[src/rtl/loop_seq_pkg.sv]
// Shared types for the loop copy sequencer: FSM encoding and output reset values.
package loop_seq_pkg;

  typedef enum logic [1:0] {
    IDLE = 2'd0,
    RD   = 2'd1,
    WR   = 2'd2,
    FIN  = 2'd3
  } state_t;

  typedef struct packed {
    logic busy;
    logic done;
    logic rd_en;
    logic wr_en;
  } ctl_t;

  localparam ctl_t CTL_RST = '{busy: 1'b0, done: 1'b0, rd_en: 1'b0, wr_en: 1'b0};

endpackage

[src/rtl/loop_copy_sequencer.sv]
// Executes mem[i] = mem[(i - SRC_OFF) mod DEPTH] for i = lo..hi, one element per
// read/write cycle pair, through the single read and write ports of an external array.
//
// state | meaning
// IDLE  | waiting for start; lo/hi latched on accept
// RD    | read strobe for source of element i
// WR    | write strobe for element i using the returned read data
// FIN   | one-cycle done pulse, then back to IDLE
module loop_copy_sequencer
  import loop_seq_pkg::*;
#(
  parameter int DEPTH   = 4,
  parameter int WIDTH   = 4,
  parameter int AW      = $clog2(DEPTH),
  parameter int SRC_OFF = 0
) (
  input  logic             clk,
  input  logic             reset,
  input  logic             start,
  input  logic [AW-1:0]    lo_idx,
  input  logic [AW-1:0]    hi_idx,
  output logic             busy,
  output logic             done,
  output logic             rd_en,
  output logic [AW-1:0]    rd_addr,
  input  logic [WIDTH-1:0] rd_data,
  output logic             wr_en,
  output logic [AW-1:0]    wr_addr,
  output logic [WIDTH-1:0] wr_data,
  output logic [AW:0]      wr_count
);

  localparam logic [AW-1:0] OFF = AW'(SRC_OFF % DEPTH);

  state_t        state_q, state_d;
  ctl_t          ctl_q, ctl_d;
  logic [AW:0]   i_q, i_d;
  logic [AW-1:0] hi_q, hi_d;
  logic [AW-1:0] rd_addr_q, rd_addr_d;
  logic [AW-1:0] wr_addr_q, wr_addr_d;
  logic [AW:0]   wr_count_q, wr_count_d;
  logic [AW:0]   i_inc;

  assign i_inc = i_q + 1'b1;

  always_comb begin
    state_d    = state_q;
    ctl_d      = CTL_RST;
    i_d        = i_q;
    hi_d       = hi_q;
    rd_addr_d  = rd_addr_q;
    wr_addr_d  = wr_addr_q;
    wr_count_d = wr_count_q;
    case (state_q)
      IDLE: begin
        if (start) begin
          hi_d       = hi_idx;
          i_d        = {1'b0, lo_idx};
          wr_count_d = '0;
          if (lo_idx > hi_idx) begin
            state_d    = FIN;
            ctl_d.done = 1'b1;
          end else begin
            state_d     = RD;
            ctl_d.busy  = 1'b1;
            ctl_d.rd_en = 1'b1;
            rd_addr_d   = lo_idx - OFF;
          end
        end
      end
      RD: begin
        state_d     = WR;
        ctl_d.busy  = 1'b1;
        ctl_d.wr_en = 1'b1;
        wr_addr_d   = i_q[AW-1:0];
      end
      WR: begin
        wr_count_d = wr_count_q + 1'b1;
        // Equality test keeps hi = DEPTH-1 safe; i never needs to pass hi.
        if (i_q == {1'b0, hi_q}) begin
          state_d    = FIN;
          ctl_d.done = 1'b1;
        end else begin
          i_d         = i_inc;
          state_d     = RD;
          ctl_d.busy  = 1'b1;
          ctl_d.rd_en = 1'b1;
          rd_addr_d   = i_inc[AW-1:0] - OFF;
        end
      end
      FIN: begin
        state_d = IDLE;
      end
      default: begin
        state_d = IDLE;
      end
    endcase
  end

  always_ff @(posedge clk) begin
    if (reset) begin
      state_q    <= IDLE;
      ctl_q      <= CTL_RST;
      i_q        <= '0;
      hi_q       <= '0;
      rd_addr_q  <= '0;
      wr_addr_q  <= '0;
      wr_count_q <= '0;
    end else begin
      state_q    <= state_d;
      ctl_q      <= ctl_d;
      i_q        <= i_d;
      hi_q       <= hi_d;
      rd_addr_q  <= rd_addr_d;
      wr_addr_q  <= wr_addr_d;
      wr_count_q <= wr_count_d;
    end
  end

  assign busy     = ctl_q.busy;
  assign done     = ctl_q.done;
  assign rd_en    = ctl_q.rd_en;
  assign wr_en    = ctl_q.wr_en;
  assign rd_addr  = rd_addr_q;
  assign wr_addr  = wr_addr_q;
  // Read data arrives in the WR cycle itself, so it is forwarded rather than registered.
  assign wr_data  = ctl_q.wr_en ? rd_data : '0;
  assign wr_count = wr_count_q;

endmodule

[config.mk]
export PLATFORM = sky130hd
export DESIGN_NAME = loop_copy_sequencer
export DESIGN_NICKNAME = d
export VERILOG_FILES = /design/src/rtl/loop_seq_pkg.sv /design/src/rtl/loop_copy_sequencer.sv
export SDC_FILE = /design/constraint.sdc
export NUM_CORES = 1
export LEC_CHECK = 0
export ABC_AREA = 1
export CAP_MARGIN = 5
export CORE_MARGIN = 2
export CORE_UTILIZATION = 45
export CTS_BUF_LIST = sky130_fd_sc_hd__clkbuf_8 sky130_fd_sc_hd__clkbuf_16
export CTS_CLUSTER_SIZE = 14
export DETAILED_ROUTE_END_ITERATION = 6
export PLACE_DENSITY = 0.8
export SLEW_MARGIN = 20
export SYNTH_ARGS = -nofsm -noshare
export SYNTH_HDL_FRONTEND = slang
export SYNTH_SLANG_ARGS = --single-unit
[constraint.sdc]
create_clock -name clk -period 1.5 [get_ports clk]
set_input_delay 0.3 -clock clk [delete_from_list [all_inputs] [get_ports clk]]
set_output_delay 0.3 -clock clk [all_outputs]
set_load 0.1 [all_outputs]
==> results.md, run 1 <==
- Status: complete, no violations
- Pwr dens: 1203 nW/um2
- Largest family of logic cells by synthesized area: simple AND/OR/NAND/NOR gates
- # setup viols final: 0
- Hold bufs inserted after CTS: 0
- Multi-input logic area: 441.7 um2
- Switching power total: 0.0006820 W
- Type of origin of the critical path: input port
- Total of max-cap violations: 0
- Worst path bufs/invs: 1
- Origin of the critical flop-to-flop path: i_q[0]
- Worst path top cell family by delay: buffers and inverters
- Grt ovf: 0
- Syn Area/Cell: 7.263 um2
- Combinational cell fraction of total power: 42.6%
- Largest net degree at the start of global routing: 12
- Critical Path End Type: flop
- Crit path max fanout: 3
- Post-synth top area share: 42.04%
- Row cnt: 15
- Top post-synthesis cells by count: 30 x nand2_1, 18 x dfxtp_1, 17 x inv_1
- Gate Count Post-Synth: 118
- Count of cell types in the netlist: 19
- Nets: 167
- Slowest stage delay, CP: 470 ps
- Placed Area: 1333 um2
- # diodes: 0
- Mapped Area: 857.1 um2
- Residual DRC count: 0
- Vias in the first global route: 782
- WHS Endpoint: hi_q[0]
- Clock Sinks: 18
- Die W: 47.64 um
- Tmin final: 1406 ps
- Post-synth ARST share: 0%
- Worst-margin pin slew: 304.7 ps
- Antenna violations before repair: 0
- Cell Chain, Critical Path: clkdlybuf4s50_1, ha_1, nand2_2, o21ai_2, or2_2, a21oi_2
- GRT Total Usage: 20.99%
- CP max-delay cell: clkdlybuf4s50_1
- Count leader, synth: nand2_1
- Routed wire length: 2029 um
- Remaining antenna violation count after routing: 0
- RSZ-0062 raised after global routing: no
- Drt wl/cell: 11.53 um
- Final hold vios: 0
- Clock skew: 2.187 ps
- CTS Root Cell: clkbuf_8
- Critical Path Start: hi_idx[0]
- Arrival @ worst endpoint: 1600 ps
- Register area: 366.6 um2
- Simple-gate share of the synthesized area: 27.59%
- CTS Buf Count: 3
- Post-synth net total: 133
- Synthesized-area fraction occupied by adder cells: 5.839%
- R2R Path End: rd_addr[1]
- FF-to-FF setup slack: 210 ps
- Initial core utilization: 48.58%
- Multiplexer area fraction after synthesis: 0%
- Worst Setup Path Type: input port to flop
- CTS tree: built
- H-tree depth: 1
- CP required: 1690 ps
- Yosys reg bits: 18
- R2R depth: 9
- Power, Total: 0.001711 W
- Die ar.: 2270 um2
- Max Clock Freq: 0.7111 GHz
- Vias per cell: 4.756
- I/O pins: 26
- Switching part of the total: 39.86%
- XOR/XNOR share of the synthesized area: 2.044%
- Internal power: 0.001029 W
- Synth-to-Final Area Change: 65.98%
- Top_reg_cell synth: dfxtp_1
- Fin area: 1423 um2
- Vias: 837
- Worst VDD drop: 0.9998 mV
- Hold path startpoint: hi_q[0]
- Top post-synthesis cells by area: dfxtp_1 42%, nand2_1 13%, inv_1 7.4%, a21oi_1 5.8%, ha_1 5.8%
- Complex-gate fraction of the synthesized area: 12.85%
- Chip Height: 47.64 um
- Yosys top cell by area: dfxtp_1
- First drt pass iteration count: 4
- CTS Buffer Depth: 2
- Hold Crit Class: flop to flop
- Filler Cell Count: 125
- Global-route wire length before repair: 3332 um
- Flop pwr share: 34.7%
- Final Max Slew Viols: 0
- EDFF count, synth: 0
- DRT iter0 DRCs: 23
- Share of post-route cells with drive strength above 1: 31.13%
- Clk Latency, worst-skew pair: 250 ps
- Synth warnings: 0
- Relative slew slack: 79.66%
- Post-Place Cells: 171
- Fraction of power consumed by the clock network: 22.7%
- Hpwl dp: 1637 um
- Fin crit share: 93.75%
- Hold Path Stages: 2
- Fin cells: 176
- Setup TNS: 0 ps
- Final GP Congestion: 0.8549
- Total core area: 1764 um2
- Clock slew seen by the registers of the worst setup and hold paths: 70 ps
- Leak pwr: 0.6357 nW
- IO buf count: 25
- Seq/Total Area, Yosys: 42.04%
## worst max path at each step
stage,to,depth (start not counted)
floorplan,rd_addr[0],10
global placement,rd_addr[0],11
detailed placement,rd_addr[1],11
CTS,rd_addr[1],9
global route,done,6
finish,done,6
## flip-flops by register name, indices dropped and copies added (netlist names)
signal and cells:
busy 1, done 1, hi_q 2, i_q 3, rd_addr 2, rd_en 1, state_q 2, wr_addr 2
wr_count 3, wr_en 1
## what timing repair did
action                                 CTS  global route
endpoints found under the hold margin    0             0
setup endpoints to repair                6             5
pin swaps                                3             1
buffers inserted                         1             0
gates resized for setup                  7             5
## power groups by stage
stage	combinational, W	sequential [W]	clock (W)
floorplan	0.000236	0.000809	0
global placement	0.000698	0.000600	0
detailed placement	0.000710	0.000603	0
CTS	0.000724	0.000593	0.000393
global route	0.000775	0.000598	0.000413
finish	0.000729	0.000594	0.000389
## cell type report
cell class,instances,area share [%]
timing repair buffer,30,30.78
clock buffer,4,3.870
sequential,18,25.77
tap,25,2.199
inverter,20,6.332
multi-input combinational,79,31.05
## tightest hold or removal path, stage by stage (launching register included)
cell	delay [ps]
dfxtp_1	310
inv_1	70
a21oi_1	60
## per-stage QoR
stage	hold WS [ps]	setup slack [ps]	util, %
CTS	484.7	-1.807	80.07
global route	500.3	20.70	80.64
global placement	457.2	-399.8	75.53
detailed placement	475.5	-484.7	75.53
finish	483.0	93.74	80.64
floorplan	361.7	161.0	-
## metal layers
layer	track usage, %	share of wire (%)	routed length [um]	vias to the layer above
met4	6.486	1.2	24	0
met1	24.36	42	849	374
met5	0	0	0	-
met2	38.92	52	1049	23
li1	-	-	-	436
met3	3.774	5.2	105	4
## logic make-up (layout without fill, tap and decap cells)
logic type | Yosys count | after routing
DFF | 18 | 18
and+or+nand+nor | 52 | 52
buffers and inverters | 21 | 54
xor gates and xnor gates | 2 | 2
adders and majority gates | 4 | 4
AOI/OAI and AO/OA | 21 | 21
## cell usage in the layout, fill, tap and decap left out, types with 2 or more instances in the layout
cell | netlist | layout
xor2_1 | 2 | 2
nor2_1 | 13 | 12
clkbuf_8 | 0 | 4
o21ai_0 | 9 | 7
clkdlybuf4s50_1 | 0 | 7
inv_2 | 3 | 4
a21oi_1 | 10 | 9
nand4_1 | 2 | 2
buf_12 | 0 | 15
ha_1 | 4 | 3
dfxtp_2 | 0 | 2
nand2_2 | 1 | 3
inv_1 | 17 | 12
nand3_1 | 2 | 2
dfxtp_1 | 18 | 15
nand2_1 | 30 | 28
buf_4 | 1 | 5
a21oi_2 | 1 | 2
clkinvlp_4 | 0 | 4
dlygate4sd2_1 | 0 | 2
(Power assumes the default switching activity.)
==> run 2: changes to the inputs <==
CORE_MARGIN = default   (was 2)
==> run 2 against run 1 <==
Net effect: clock skew up 0.79 ps; non-clock buffer count unchanged; sequential power about the same; total power down 1.5%; combinational power up 2%; first-iteration DRC count down 43%; global-route usage up 0.83 points; utilization down 0.14 points; critical path depth down 2; fmax down 0.35%; setup slack worse by 4.9 ps; critical path type is now input port to output port; largest cell class unchanged; largest power group unchanged; highest routed layer unchanged.
==> results.md, run 2 (synthesized netlist as in run 1, its figures left out) <==
- Status: complete, no violations (unchanged)
- Global-route wire length before repair: 3160 um (was 3332 um)
- Internal power: 0.0009826 W (was 0.001029 W)
- CTS Buf Count: 3 (unchanged)
- Total core area: 1764 um2 (unchanged)
- Synth-to-Final Area Change: 65.69% (was 65.98%)
- Multi-input logic area: 449.2 um2 (was 441.7 um2)
- Crit path max fanout: 1 (was 3)
- Fraction of power consumed by the clock network: 21.0% (was 22.7%)
- Relative slew slack: 79.89% (was 79.66%)
- Fin crit share: 94.08% (was 93.75%)
- Final Max Slew Viols: 0 (unchanged)
- Max Clock Freq: 0.7086 GHz (was 0.7111 GHz)
- Clock Sinks: 18 (unchanged)
- Remaining antenna violation count after routing: 0 (unchanged)
- Residual DRC count: 0 (unchanged)
- Switching power total: 0.0007025 W (was 0.0006820 W)
- # setup viols final: 0 (unchanged)
- Switching part of the total: 41.69% (was 39.86%)
- Share of post-route cells with drive strength above 1: 30.46% (was 31.13%)
- Type of origin of the critical path: input port (unchanged)
- Largest net degree at the start of global routing: 12 (unchanged)
- Antenna violations before repair: 0 (unchanged)
- Combinational cell fraction of total power: 43.9% (was 42.6%)
- Clk Latency, worst-skew pair: 260 ps (was 250 ps)
- Routed wire length: 2088 um (was 2029 um)
- # diodes: 0 (unchanged)
- Tmin final: 1411 ps (was 1406 ps)
- Vias in the first global route: 758 (was 782)
- FF-to-FF setup slack: 190 ps (was 210 ps)
- IO buf count: 25 (unchanged)
- Worst-margin pin slew: 301.4 ps (was 304.7 ps)
- DRT iter0 DRCs: 13 (was 23)
- Worst Setup Path Type: input port to output port (was input port to flop)
- Flop pwr share: 35.1% (was 34.7%)
- Nets: 167 (unchanged)
- Vias per cell: 4.858 (was 4.756)
- Commonest non-fill, non-tap cells in the layout: 29 x nand2_1, 15 x dfxtp_1, 15 x buf_12, 13 x inv_1, 11 x nor2_1 (was 28 x nand2_1, 15 x dfxtp_1, 15 x buf_12, 12 x inv_1, 12 x nor2_1)
- Drt wl/cell: 11.86 um (was 11.53 um)
- First drt pass iteration count: 4 (unchanged)
- Filler Cell Count: 127 (was 125)
- Clock slew seen by the registers of the worst setup and hold paths: 70 ps (about the same)
- RSZ-0062 raised after global routing: no (unchanged)
- Critical Path End Type: output port (was flop)
- I/O pins: 26 (unchanged)
- Die ar.: 2083 um2 (was 2270 um2)
- Die W: 45.64 um (was 47.64 um)
- CTS Buffer Depth: 2 (unchanged)
- H-tree depth: 1 (unchanged)
- CTS Root Cell: clkbuf_8 (unchanged)
- Commonest non-fill, non-tap cell in the layout: nand2_1 (unchanged)
- Setup TNS: 0 ps (unchanged)
- Arrival @ worst endpoint: 1110 ps (was 1600 ps)
- GRT Total Usage: 21.82% (was 20.99%)
- Grt ovf: 0 (unchanged)
- Clock skew: 2.972 ps (was 2.187 ps)
- Leak pwr: 0.6359 nW (was 0.6357 nW)
- Row cnt: 15 (unchanged)
- Register area: 366.6 um2 (unchanged)
- Fin area: 1420 um2 (was 1423 um2)
- Final hold vios: 0 (unchanged)
- CTS tree: built (unchanged)
- Hpwl dp: 1672 um (was 1637 um)
- Total of max-cap violations: 0 (unchanged)
- Initial core utilization: 48.58% (unchanged)
- Pwr dens: 1187 nW/um2 (was 1203 nW/um2)
- Vias: 855 (was 837)
- Placed Area: 1340 um2 (was 1333 um2)
- Hold Crit Class: flop to flop (unchanged)
- Worst VDD drop: 1.006 mV (was 0.9998 mV)
- Final GP Congestion: 0.8373 (was 0.8549)
- Chip Height: 45.64 um (was 47.64 um)
- CP required: 1200 ps (was 1690 ps)
-- run 2: area by class of cell --
cell class                      count  area share [%]
Clock inverter                      1          0.2643
Multi-Input combinational cell     79           31.63
Tap cell                           25           2.203
Timing Repair Buffer               30           30.84
Inverter                           20           6.344
Clock buffer                        3           2.907
Sequential cell                    18           25.82
-- run 2: layer usage --
layer  wire (um)  vias up  track usage [%]  share of wire [%]
li1            -      439                -                  -
met1         873      382            24.02                 42
met2        1080       29            40.00                 52
met3          94        5            4.365                4.5
met4          40        0            9.091                1.9
met5           0        -                0                  0
-- run 2: stage by stage --
step | util [%] | worst slack (ps) | total power (W) | cells | hold slack, ps
after detailed placement | 75.96 | -502.8 | 0.001322 | 172 | 473.5
final | 80.50 | 88.82 | 0.001685 | 176 | 484.8
after global routing | 80.50 | 37.60 | 0.001747 | 176 | 498.6
after floorplan | - | 161.0 | 0.001045 | 118 | 361.7
after global placement | 75.96 | -398.8 | 0.001303 | 172 | 456.6
after CTS | 79.29 | 18.21 | 0.001671 | 176 | 484.5
-- run 2: repair_timing --
action / CTS / global route
hold buffers: 0 / 0
setup endpoints to repair: 6 / 4
resized for setup: 6 / 7
pin swaps: 3 / 6
buffers inserted: 0 / 0
-- run 2: path summary, 6_finish.rpt --
kind | from | endpoint | cells after the start
setup reg to reg | i_q[1] | rd_addr[1] | 8
hold reg to reg | hi_q[0] | hi_q[0] | 2
setup / recovery | rd_data[1] | wr_data[1] | 4
hold / removal | hi_q[0] | hi_q[0] | 2
-- run 2: power by group through the flow --
| stage | registers, W | clock network [W] | logic [W] |
|---|---|---|---|
| 2_1_floorplan | 0.000809 | 0 | 0.000236 |
| 3_3_place_gp | 0.000600 | 0 | 0.000703 |
| 3_5_place_dp | 0.000603 | 0 | 0.000719 |
| 4_1_cts | 0.000592 | 0.000354 | 0.000725 |
| 5_1_grt | 0.000597 | 0.000368 | 0.000781 |
| 6_report | 0.000592 | 0.000353 | 0.000740 |
-- run 2: critical path, stage by stage --
cell	delay (ps)
clkdlybuf4s50_1	460
nand2_1	90
clkinvlp_4	90
buf_12	160
